**src/rtl/remote_link_pkg.sv**
```systemverilog
// Shared definitions for the remote-control link receiver: field widths,
// packed command-bus layout, speed codes and FSM state encodings.
package remote_link_pkg;

  localparam int SPEED_W = 2;
  localparam int SONG_W  = 3;
  localparam int BUS_W   = SPEED_W + SONG_W + 2;

  // Bit positions inside the packed bus {dip, pause, song_sel, speed}
  localparam int BUS_SPEED_LSB = 0;
  localparam int BUS_SONG_LSB  = BUS_SPEED_LSB + SPEED_W;
  localparam int BUS_PAUSE_BIT = BUS_SONG_LSB + SONG_W;
  localparam int BUS_DIP_BIT   = BUS_PAUSE_BIT + 1;

  // Speed codes, shared with the fan-speed FSM
  localparam logic [SPEED_W-1:0] SPEED_OFF  = 2'd0;
  localparam logic [SPEED_W-1:0] SPEED_LOW  = 2'd1;
  localparam logic [SPEED_W-1:0] SPEED_MED  = 2'd2;
  localparam logic [SPEED_W-1:0] SPEED_HIGH = 2'd3;

  // Receiver FSM states
  localparam logic [1:0] ST_IDLE    = 2'd0;
  localparam logic [1:0] ST_SETTLE  = 2'd1;
  localparam logic [1:0] ST_ACK     = 2'd2;
  localparam logic [1:0] ST_RELEASE = 2'd3;

  typedef struct packed {
    logic              dip;
    logic              pause;
    logic [SONG_W-1:0] song_sel;
    logic [SPEED_W-1:0] speed;
  } cmd_bus_t;

  // Assemble the command bus in its canonical bit order
  function automatic cmd_bus_t pack_bus(input logic [SPEED_W-1:0] speed,
                                        input logic [SONG_W-1:0]  song_sel,
                                        input logic               pause,
                                        input logic               dip);
    cmd_bus_t b;
    b.speed    = speed;
    b.song_sel = song_sel;
    b.pause    = pause;
    b.dip      = dip;
    return b;
  endfunction

endpackage

```
**src/rtl/remote_link_rx_sync_2ff.sv**
```systemverilog
// Two-flop synchroniser for a bundle of asynchronous level signals.
// Both stages clear to 0 on reset so a held request is re-seen only after refill.
module sync_2ff #(
  parameter int unsigned W = 1
) (
  input  logic         clk,
  input  logic         rst_n,
  input  logic [W-1:0] i_d,
  output logic [W-1:0] o_q
);

  logic [W-1:0] r_meta;
  logic [W-1:0] r_sync;

  // Two back-to-back capture stages to resolve metastability
  always_ff @(posedge clk or negedge rst_n) begin
    if (!rst_n) begin
      r_meta <= '0;
      r_sync <= '0;
    end else begin
      r_meta <= i_d;
      r_sync <= r_meta;
    end
  end

  assign o_q = r_sync;

endmodule

```
**src/rtl/remote_link_rx.sv**
```systemverilog
// Remote-control link receiver: synchronises the remote's request and command
// bus, waits for the bus to settle, latches the fields and completes a
// four-phase req/ack handshake.
// Optional feature macro: REMOTE_RX_TIMEOUT_EN (abandon a frame whose bus never
// settles within TIMEOUT_CYCLES, pulse frame_err, re-arm only after req low).
module remote_link_rx #(
  parameter int unsigned STABLE_CYCLES  = 8,
  parameter int unsigned TIMEOUT_CYCLES = 1000000,
  parameter int unsigned CNT_W          = 8
) (
  input  logic             clk,
  input  logic             rst_n,
  input  logic             data_request,
  input  logic [1:0]       speed_in,
  input  logic [2:0]       song_sel_in,
  input  logic             pause_in,
  input  logic             dip_in,
  output logic             data_ack,
  output logic [1:0]       speed,
  output logic [2:0]       song_sel,
  output logic             pause,
  output logic             dip,
  output logic             cmd_valid,
  output logic             speed_chg,
  output logic             song_chg,
  output logic             pause_chg,
  output logic             frame_err,
  output logic [CNT_W-1:0] frame_cnt
);

  import remote_link_pkg::*;

  localparam int unsigned CW = $clog2(STABLE_CYCLES + 1);
  localparam logic [CW-1:0] STABLE_LAST = CW'(STABLE_CYCLES - 1);

  // Synchronised request and command bus
  logic [BUS_W:0] w_async;
  logic [BUS_W:0] w_sync;
  logic           w_req;
  cmd_bus_t       w_bus;

  assign w_async = {data_request, pack_bus(speed_in, song_sel_in, pause_in, dip_in)};

  sync_2ff #(.W(BUS_W + 1)) u_sync (
    .clk   (clk),
    .rst_n (rst_n),
    .i_d   (w_async),
    .o_q   (w_sync)
  );

  assign w_req = w_sync[BUS_W];
  assign w_bus = cmd_bus_t'(w_sync[BUS_W-1:0]);

  // FSM and datapath registers
  logic [1:0]         r_state;
  logic [CW-1:0]      r_cnt;
  cmd_bus_t           r_ref;
  logic               r_data_ack;
  logic [SPEED_W-1:0] r_speed;
  logic [SONG_W-1:0]  r_song_sel;
  logic               r_pause;
  logic               r_dip;
  logic               r_cmd_valid;
  logic               r_speed_chg;
  logic               r_song_chg;
  logic               r_pause_chg;
  logic               r_frame_err;
  logic [CNT_W-1:0]   r_frame_cnt;

  logic [1:0] w_nxt_state;
  logic       w_match;
  logic       w_latch;
  logic       w_timeout;
  logic       w_tmo_hit;
  logic       w_armed;

  assign w_match = (w_bus == r_ref);

`ifdef REMOTE_RX_TIMEOUT_EN
  localparam int unsigned TW = $clog2(TIMEOUT_CYCLES + 1);
  logic [TW-1:0] r_tmr;
  logic          r_armed;

  // Count cycles spent in SETTLE; cleared in every other state
  always_ff @(posedge clk or negedge rst_n) begin
    if (!rst_n) begin
      r_tmr <= '0;
    end else if (r_state == ST_SETTLE) begin
      r_tmr <= r_tmr + TW'(1);
    end else begin
      r_tmr <= '0;
    end
  end

  // After a timeout, ignore the still-high request until the remote drops it
  always_ff @(posedge clk or negedge rst_n) begin
    if (!rst_n) begin
      r_armed <= 1'b1;
    end else if (w_timeout) begin
      r_armed <= 1'b0;
    end else if ((r_state == ST_IDLE) && !w_req) begin
      r_armed <= 1'b1;
    end else begin
      r_armed <= r_armed;
    end
  end

  assign w_tmo_hit = (r_state == ST_SETTLE) && (r_tmr == TW'(TIMEOUT_CYCLES - 1));
  assign w_armed   = r_armed;
`else
  logic w_unused_tmo;
  assign w_unused_tmo = |TIMEOUT_CYCLES;
  assign w_tmo_hit    = 1'b0;
  assign w_armed      = 1'b1;
`endif

  // Next-state decode; a mismatch on the would-be latch cycle restarts settling
  always_comb begin
    w_nxt_state = r_state;
    w_latch     = 1'b0;
    w_timeout   = 1'b0;
    case (r_state)
      ST_IDLE: begin
        if (w_req && w_armed) begin
          w_nxt_state = ST_SETTLE;
        end else begin
          w_nxt_state = ST_IDLE;
        end
      end
      ST_SETTLE: begin
        if (!w_req) begin
          w_nxt_state = ST_IDLE;
        end else if (w_match && (r_cnt == STABLE_LAST)) begin
          w_latch     = 1'b1;
          w_nxt_state = ST_ACK;
        end else if (w_tmo_hit) begin
          w_timeout   = 1'b1;
          w_nxt_state = ST_RELEASE;
        end else begin
          w_nxt_state = ST_SETTLE;
        end
      end
      ST_ACK: begin
        if (!w_req) begin
          w_nxt_state = ST_RELEASE;
        end else begin
          w_nxt_state = ST_ACK;
        end
      end
      ST_RELEASE: begin
        w_nxt_state = ST_IDLE;
      end
      default: begin
        w_nxt_state = ST_IDLE;
      end
    endcase
  end

  // State, stability counter, reference sample and acknowledge
  always_ff @(posedge clk or negedge rst_n) begin
    if (!rst_n) begin
      r_state    <= ST_IDLE;
      r_cnt      <= '0;
      r_ref      <= '0;
      r_data_ack <= 1'b0;
    end else begin
      r_state    <= w_nxt_state;
      // ack rises the cycle after the latch and drops on the ACK exit edge
      r_data_ack <= (r_state == ST_ACK) && w_req;
      if ((r_state == ST_SETTLE) && w_match) begin
        r_cnt <= r_cnt + CW'(1);
        r_ref <= r_ref;
      end else begin
        r_cnt <= '0;
        r_ref <= w_bus;
      end
    end
  end

  // Latch accepted fields, change strobes and frame counter
  always_ff @(posedge clk or negedge rst_n) begin
    if (!rst_n) begin
      r_speed     <= SPEED_OFF;
      r_song_sel  <= '0;
      r_pause     <= 1'b0;
      r_dip       <= 1'b0;
      r_cmd_valid <= 1'b0;
      r_speed_chg <= 1'b0;
      r_song_chg  <= 1'b0;
      r_pause_chg <= 1'b0;
      r_frame_err <= 1'b0;
      r_frame_cnt <= '0;
    end else begin
      r_frame_err <= w_timeout;
      if (w_latch) begin
        r_cmd_valid <= 1'b1;
        r_speed_chg <= (w_bus.speed != r_speed);
        r_song_chg  <= (w_bus.song_sel != r_song_sel);
        r_pause_chg <= (w_bus.pause != r_pause);
        r_speed     <= w_bus.speed;
        r_song_sel  <= w_bus.song_sel;
        r_pause     <= w_bus.pause;
        r_dip       <= w_bus.dip;
        r_frame_cnt <= r_frame_cnt + CNT_W'(1);
      end else begin
        r_cmd_valid <= 1'b0;
        r_speed_chg <= 1'b0;
        r_song_chg  <= 1'b0;
        r_pause_chg <= 1'b0;
      end
    end
  end

  assign data_ack  = r_data_ack;
  assign speed     = r_speed;
  assign song_sel  = r_song_sel;
  assign pause     = r_pause;
  assign dip       = r_dip;
  assign cmd_valid = r_cmd_valid;
  assign speed_chg = r_speed_chg;
  assign song_chg  = r_song_chg;
  assign pause_chg = r_pause_chg;
  assign frame_err = r_frame_err;
  assign frame_cnt = r_frame_cnt;

endmodule
```
**config.mk**
```make
export PLATFORM = sky130hd
export DESIGN_NAME = remote_link_rx
export DESIGN_NICKNAME = d
export VERILOG_FILES = /design/src/rtl/remote_link_pkg.sv /design/src/rtl/remote_link_rx_sync_2ff.sv /design/src/rtl/remote_link_rx.sv
export SDC_FILE = /design/constraint.sdc
export NUM_CORES = 1
export LEC_CHECK = 0
export CORE_ASPECT_RATIO = 0.7
export CORE_MARGIN = 5
export CORE_UTILIZATION = 31
export DETAILED_ROUTE_END_ITERATION = 10
export GPL_TIMING_DRIVEN = 0
export SETUP_SLACK_MARGIN = 0.4
export SYNTH_ARGS = -nofsm -noshare
export SYNTH_HDL_FRONTEND = slang
export SYNTH_SLANG_ARGS = --single-unit
```
**constraint.sdc**
```tcl
create_clock -name clk -period 2.2 [get_ports clk]
set_input_delay 0.33 -clock clk [delete_from_list [all_inputs] [get_ports clk]]
set_output_delay 0.33 -clock clk [all_outputs]
set_load 0.02 [all_outputs]
```
# --- After elaboration in Yosys (flattened, before gate mapping) ---
# Cells that the tools add are included.
totals:
  ff_bits: 49
  latchBits: 0
  mem_bits_rw: 0
  romBits: 0
  in_bits: 10
  output_inout_bits: 21
  wordCells: 45
  mem_count: 0
op_classes:
  n_addsub: 2
  n_mul: 0
  div: 0
  order_cmp: 0
  n_eq_ne: 8
  n_shift: 0
  muxes: 13
  n_bitwise: 0
  n_reduce_logical: 4
ops:
  columns: ["operator", "n"]
  rows:
  - ["1-bit two-way mux", 9]
  - ["8-bit by 1-bit adder with 8-bit output, second input constant", 1]
  - ["2-bit case mux with 4 select lines", 1]
  - ["7-bit == test", 1]
  - ["4-bit by 1-bit adder with 4-bit output, second input constant", 1]
  - ["2-bit == test, second input constant", 2]
  - ["4-bit by 3-bit == test with 1-bit output, second input constant", 1]
  - ["2-bit two-way mux", 2]
  - ["4-bit two-way mux", 1]
  - ["1-bit logical AND", 3]
  - ["3-bit inequality test", 1]
  - ["2-bit by 1-bit == test with 1-bit output, second input constant", 1]
  - ["2-bit logical NOT", 1]
  - ["2-bit inequality test", 1]
  - ["1-bit inequality test", 1]

# --- Longest topological paths before layout ---
logic_depth:
  depth_word: 6
  depth_mapped: 8
  ltp_nobuf: 5

# --- By module ---
# From an unflattened synthesis, not the netlist that was laid out.
hier_totals:
  hier_cells: 130
  hier_area_um2: 1831.8
modules_own_cells:
  columns: ["mod", "instances", "cells_per_inst", "area_per_inst_um2"]
  rows:
  - ["remote_link_rx", 1, 114, 1431.4]
  - ["sync_2ff", 1, 16, 400.4]

# --- Worst setup path after synthesis ---
# No wires, ideal clock.
synth_path:
  path_kind: "register to register"
  start: "register r_cnt[0]"
  end: "register r_dip, in the netlist dip"
  setup_time_ns: 0.125
  arrival_time_ns: 1.804
  t_required_ns: 2.075
  slack_ns: 0.271
  stages_incl_launch_ff: 9
  n_path_buf: 3
  period_less_slack_ns: 1.929
  cell_sequence: "dfrtp_1 ha_1 and3b_1 buf_1 nand2_1 or3_1 buf_6 buf_12 mux2_4"
synth_between:
  elab_chain_len: 5
synth_rtl:
  columns: ["item", "line_no", "text"]
  rows:
  - ["start: declaration", "remote_link_rx.sv:56", "logic [CW-1:0] r_cnt;"]
  - ["start signal: assignment", "remote_link_rx.sv:171", "r_cnt <= r_cnt + CW'(1);"]
  - ["4-bit by 3-bit == test with 1-bit output", "remote_link_rx.sv:133", "end else if (w_match && (r_cnt == STABLE_LAST)) begin"]
  - ["1-bit logical AND", "remote_link_rx.sv:133", null]
  - ["1-bit two-way mux", "remote_link_rx.sv:133", null]
  - ["1-bit two-way mux", "remote_link_rx.sv:131", "if (!w_req) begin"]
  - ["1-bit two-way mux", "remote_link_rx.sv:122", "case (r_state)"]
  - ["end signal: assignment", "remote_link_rx.sv:203", "r_dip <= w_bus.dip;"]
  - ["end: declaration", "remote_link_rx.sv:62", "logic r_dip;"]
# No other way between the ends.
# A chain may end at the register's enable or synchronous reset.

# --- Worst setup path after layout ---
layout_path:
  start: "register r_cnt[1]"
  end: "register r_pause, in the netlist pause"
layout_between:
  elab_chain_len: 5
layout_rtl:
  columns: ["item", "line_no", "text"]
  rows:
  - ["4-bit by 3-bit == test with 1-bit output", "remote_link_rx.sv:133", null]
  - ["1-bit logical AND", "remote_link_rx.sv:133", null]
  - ["1-bit two-way mux", "remote_link_rx.sv:133", null]
  - ["1-bit two-way mux", "remote_link_rx.sv:131", null]
  - ["1-bit two-way mux", "remote_link_rx.sv:122", null]
  - ["end signal: assignment", "remote_link_rx.sv:202", "r_pause <= w_bus.pause;"]
  - ["end: declaration", "remote_link_rx.sv:61", "logic r_pause;"]
# No other way between the ends.

==> impl_metrics.csv <==
group,metric,value,unit
outcome,status,"complete, no violations",
critical_path,end_kind,"flip-flop",
floorplan,die_h,74.8,um
timing,fmax,524,MHz
clock_network,cts_tree,"built",
place,gp_congestion,0.812,
logic_synthesis,syn_avg_cell_area,13.9,um^2
logic_synthesis,synth_edf_count,0,
power,finalPower,1.68,mW
power,internal-power,1.35,mW
floorplan,die_area,0.00767,mm^2
run,max_cap_violations,0,
timing,hold_viol,0,
timing,setup_viol,0,
clock_network,root_buffer,"clkbuf_8",
critical_path,critPathLaunchType,"flip-flop",
logic_synthesis,synthDistinctLibCells,31,
grt,antenna_found_initial,0,
power,power.density,649,mW/mm^2
logic_synthesis,dominantRegCellSynth,"dfrtp_1",
critical_path,critPathKind,"reg2reg",
cells_and_area,layout_commonest_cell,"dfrtp_1",
clock_network,clk_pin_slew_worst_paths,80,ps
critical_path,crit_top_cell,"buf_6",
clock_network,clock_path_buffers,2,
floorplan,start_util,32.1,%
logic_synthesis,ys_seq_area_share,65.9,%
clock_network,insertion_delay,290,ps
grt,first_global_vias,1265,
cells_and_area,num-nets-final,199,
grt,grt_max_degree,33,
power,swShare,19.9,%
cells_and_area,drive_gt1_share,27.7,%
critical_path,path_buf_inv,3,
timing,drv_slew,0,
critical_path,critPathMaxFanout,9,
logic_synthesis,synth.cell_area,0.00186,mm^2
timing,rsz0062_at_grt,"true",
cells_and_area,final_core_util,44.8,%
place,dpl_cell_area,0.00228,mm^2
floorplan,placementRows,23,
floorplan,io-pin-count,31,
drt,drtPass1Iterations,4,
cells_and_area,final_cell_mix,"dfrtp_1, clkdlybuf4s50_1, buf_4",
logic_synthesis,synth_compound_area_share,0.942,%
critical_path,cpPeakStageDelay,380,ps
drt,vias,1150,
drt,first_iter_violations,18,
floorplan,die_w,103,um
drt,avgViaCountPerCell,4.37,
drt,ant_nets,0,
drt,wl_per_cell,12.8,um
logic_synthesis,synth_top_family_by_area,"XOR/XNOR gates",
clock_network,clock_sinks,49,
floorplan,core_area,0.00578,mm^2
logic_synthesis,synthAdderAreaFrac,1.35,%
hold_path,hp-class,"reg2reg",
critical_path,critPathRequiredTime,2380,ps
grt,gr-total-overflow,0,
logic_synthesis,yosys_warnings,0,
clock_network,cts_max_level,2,
critical_path,cp_cell_sequence,"ha_2 > and3b_2 > buf_6 > nand2_4 > or3_4 > buf_6 > buf_12 > mux2_4",
power,clockPowerShare,38.3,%
drt,routed_wl,3.35,mm
timing,min_period,1910,ps
critical_path,critPathTopFamily,"simple AND/OR/NAND/NOR gates",
power,switching_power,335,uW
place,port_buffers,29,
grt,grt_pass1_wl,5.80,mm
grt,grtUsageTotal,9.86,%
logic_synthesis,synth_mux_area_share,5.65,%
drt,drc,0,
power,power.leakage,1.20,nW
timing,finalCritPeriodShare,86.7,%
logic_synthesis,synth_simple_gate_area_share,10.4,%
power,seqPwrFrac,56.0,%
logic_synthesis,synthXorXnorAreaFrac,10.8,%
power,p_comb_share,5.7,%
clock_network,cts_buffers,5,
timing,skew,3.12,ps
critical_path,crit_slowest_cell,"dfrtp_1",
critical_path,reg2reg_slack,290,ps
logic_synthesis,async_flop_share,100,%
cells_and_area,n_antenna_cell,0,
power,ir_drop,0.000268,V
place,place_hpwl,2.37,mm
timing,whs,352,ps
logic_synthesis,syn_inst,134,
cells_and_area,syn2layout_area_growth,39.2,%
logic_synthesis,synth.net_count,146,
cells_and_area,stdcell_area,0.00259,mm^2
logic_synthesis,synth-seq-cells,49,
critical_path,cp.arrival,2090,ps
registers in the layout, summed over array words and instances, names as in the netlist, named ones only:
signal         flops
pause              1
frame_cnt          8
speed              2
dip                1
r_cnt              4
r_state            1
pause_chg          1
song_chg           1
u_sync.r_meta      8
speed_chg          1
cmd_valid          1
data_ack           1
song_sel           3
r_ref              7
u_sync.o_q         8
area by class of cell:
| cell class | count | area, um^2 |
|---|---|---|
| flip-flops and latches | 49 | 1230 |
| fillers | 534 | 3200 |
| multi-input cells | 71 | 622 |
| plain buffers | 11 | 83.8 |
| inverters | 3 | 11.3 |
| clock inverters | 1 | 30.0 |
| repair buffers | 46 | 432 |
| clock buffers | 7 | 86.3 |
| well taps | 75 | 93.8 |
power by group through the flow:
stage               clock network, mW  logic (mW)  registers (mW)
floorplan                           0      0.0358           0.954
global placement                    0      0.0723           0.957
detailed placement                  0      0.0774           0.958
CTS                             0.662      0.0974           0.942
global route                    0.696       0.106           0.945
finish                          0.643      0.0957           0.942
worst paths after layout:
path | startpoint | end | cells after the start
max | r_cnt[1]$_DFF_PN0_ | pause$_DFFE_PN0P_ | 8
min | u_sync.r_meta[4]$_DFF_PN0_ | u_sync.o_q[4]$_DFF_PN0_ | 0
min reg2reg | u_sync.r_meta[4]$_DFF_PN0_ | u_sync.o_q[4]$_DFF_PN0_ | 0
max reg2reg | r_cnt[1]$_DFF_PN0_ | pause$_DFFE_PN0P_ | 8
min in group asynchronous | rst_n | frame_cnt[7]$_DFFE_PN0P_ | 2
max in group asynchronous | rst_n | u_sync.o_q[4]$_DFF_PN0_ | 3
kinds of logic after synthesis:
kind of cell             after synthesis
flip-flops                            49
AND/OR/NAND/NOR                       35
XOR/XNOR                              22
buffers and inverters                 14
multiplexers                           8
AO/OA/AOI/OAI                          3
adder cells (fa/ha/maj)                2
other                                  1
through the flow:
step                      TNS (ps)  setup slack (ps)  cells
after floorplan                  0               354    134
after global placement      -24790              -509    238
after detailed placement         0               163    239
after CTS                        0               275    262
after global routing             0               238    263
final                            0               292    263
what timing repair did:
item | in CTS | in global routing
endpoints found under the hold margin | 17 | 0
pin swaps | 5 | 4
resized for setup | 11 | 3
setup buffers | 14 | 1
hold buffers | 1 | 0
cloned | 0 | 0
setup endpoints to repair | 12 | 13
per-layer routing:
layer	track usage [%]	wire length [um]	up-vias
met5	0	0	-
met1	12.4	1490	580
met2	15.9	1630	22
li1	-	-	543
met4	3.06	39	0
met3	3.89	195	5
worst reg2reg max path, cell delays in order, from the launching register on:
cell	delay, ps
dfrtp_1	380
ha_2	190
and3b_2	190
buf_6	110
nand2_4	40
or3_4	330
buf_6	140
buf_12	140
mux2_4	290
Yosys cell counts, types with 2 or more instances:
| library cell | count | area, um^2 |
|---|---|---|
| nand4_2 | 2 | 25.0 |
| and3_1 | 2 | 12.5 |
| nor3_1 | 4 | 20.0 |
| nand2_1 | 4 | 15.0 |
| mux2_2 | 4 | 45.0 |
| xnor2_1 | 14 | 123 |
| dfrtp_1 | 49 | 1230 |
| nand2b_1 | 2 | 12.5 |
| nor4_1 | 3 | 18.8 |
| xor2_1 | 7 | 61.3 |
| nor2_1 | 6 | 22.5 |
| ha_1 | 2 | 25.0 |
| nand3_1 | 8 | 40.0 |
| clkbuf_1 | 5 | 18.8 |
| inv_1 | 3 | 11.3 |
| mux2_4 | 4 | 60.1 |
Note: power is estimated with default switching activity, not from simulation.
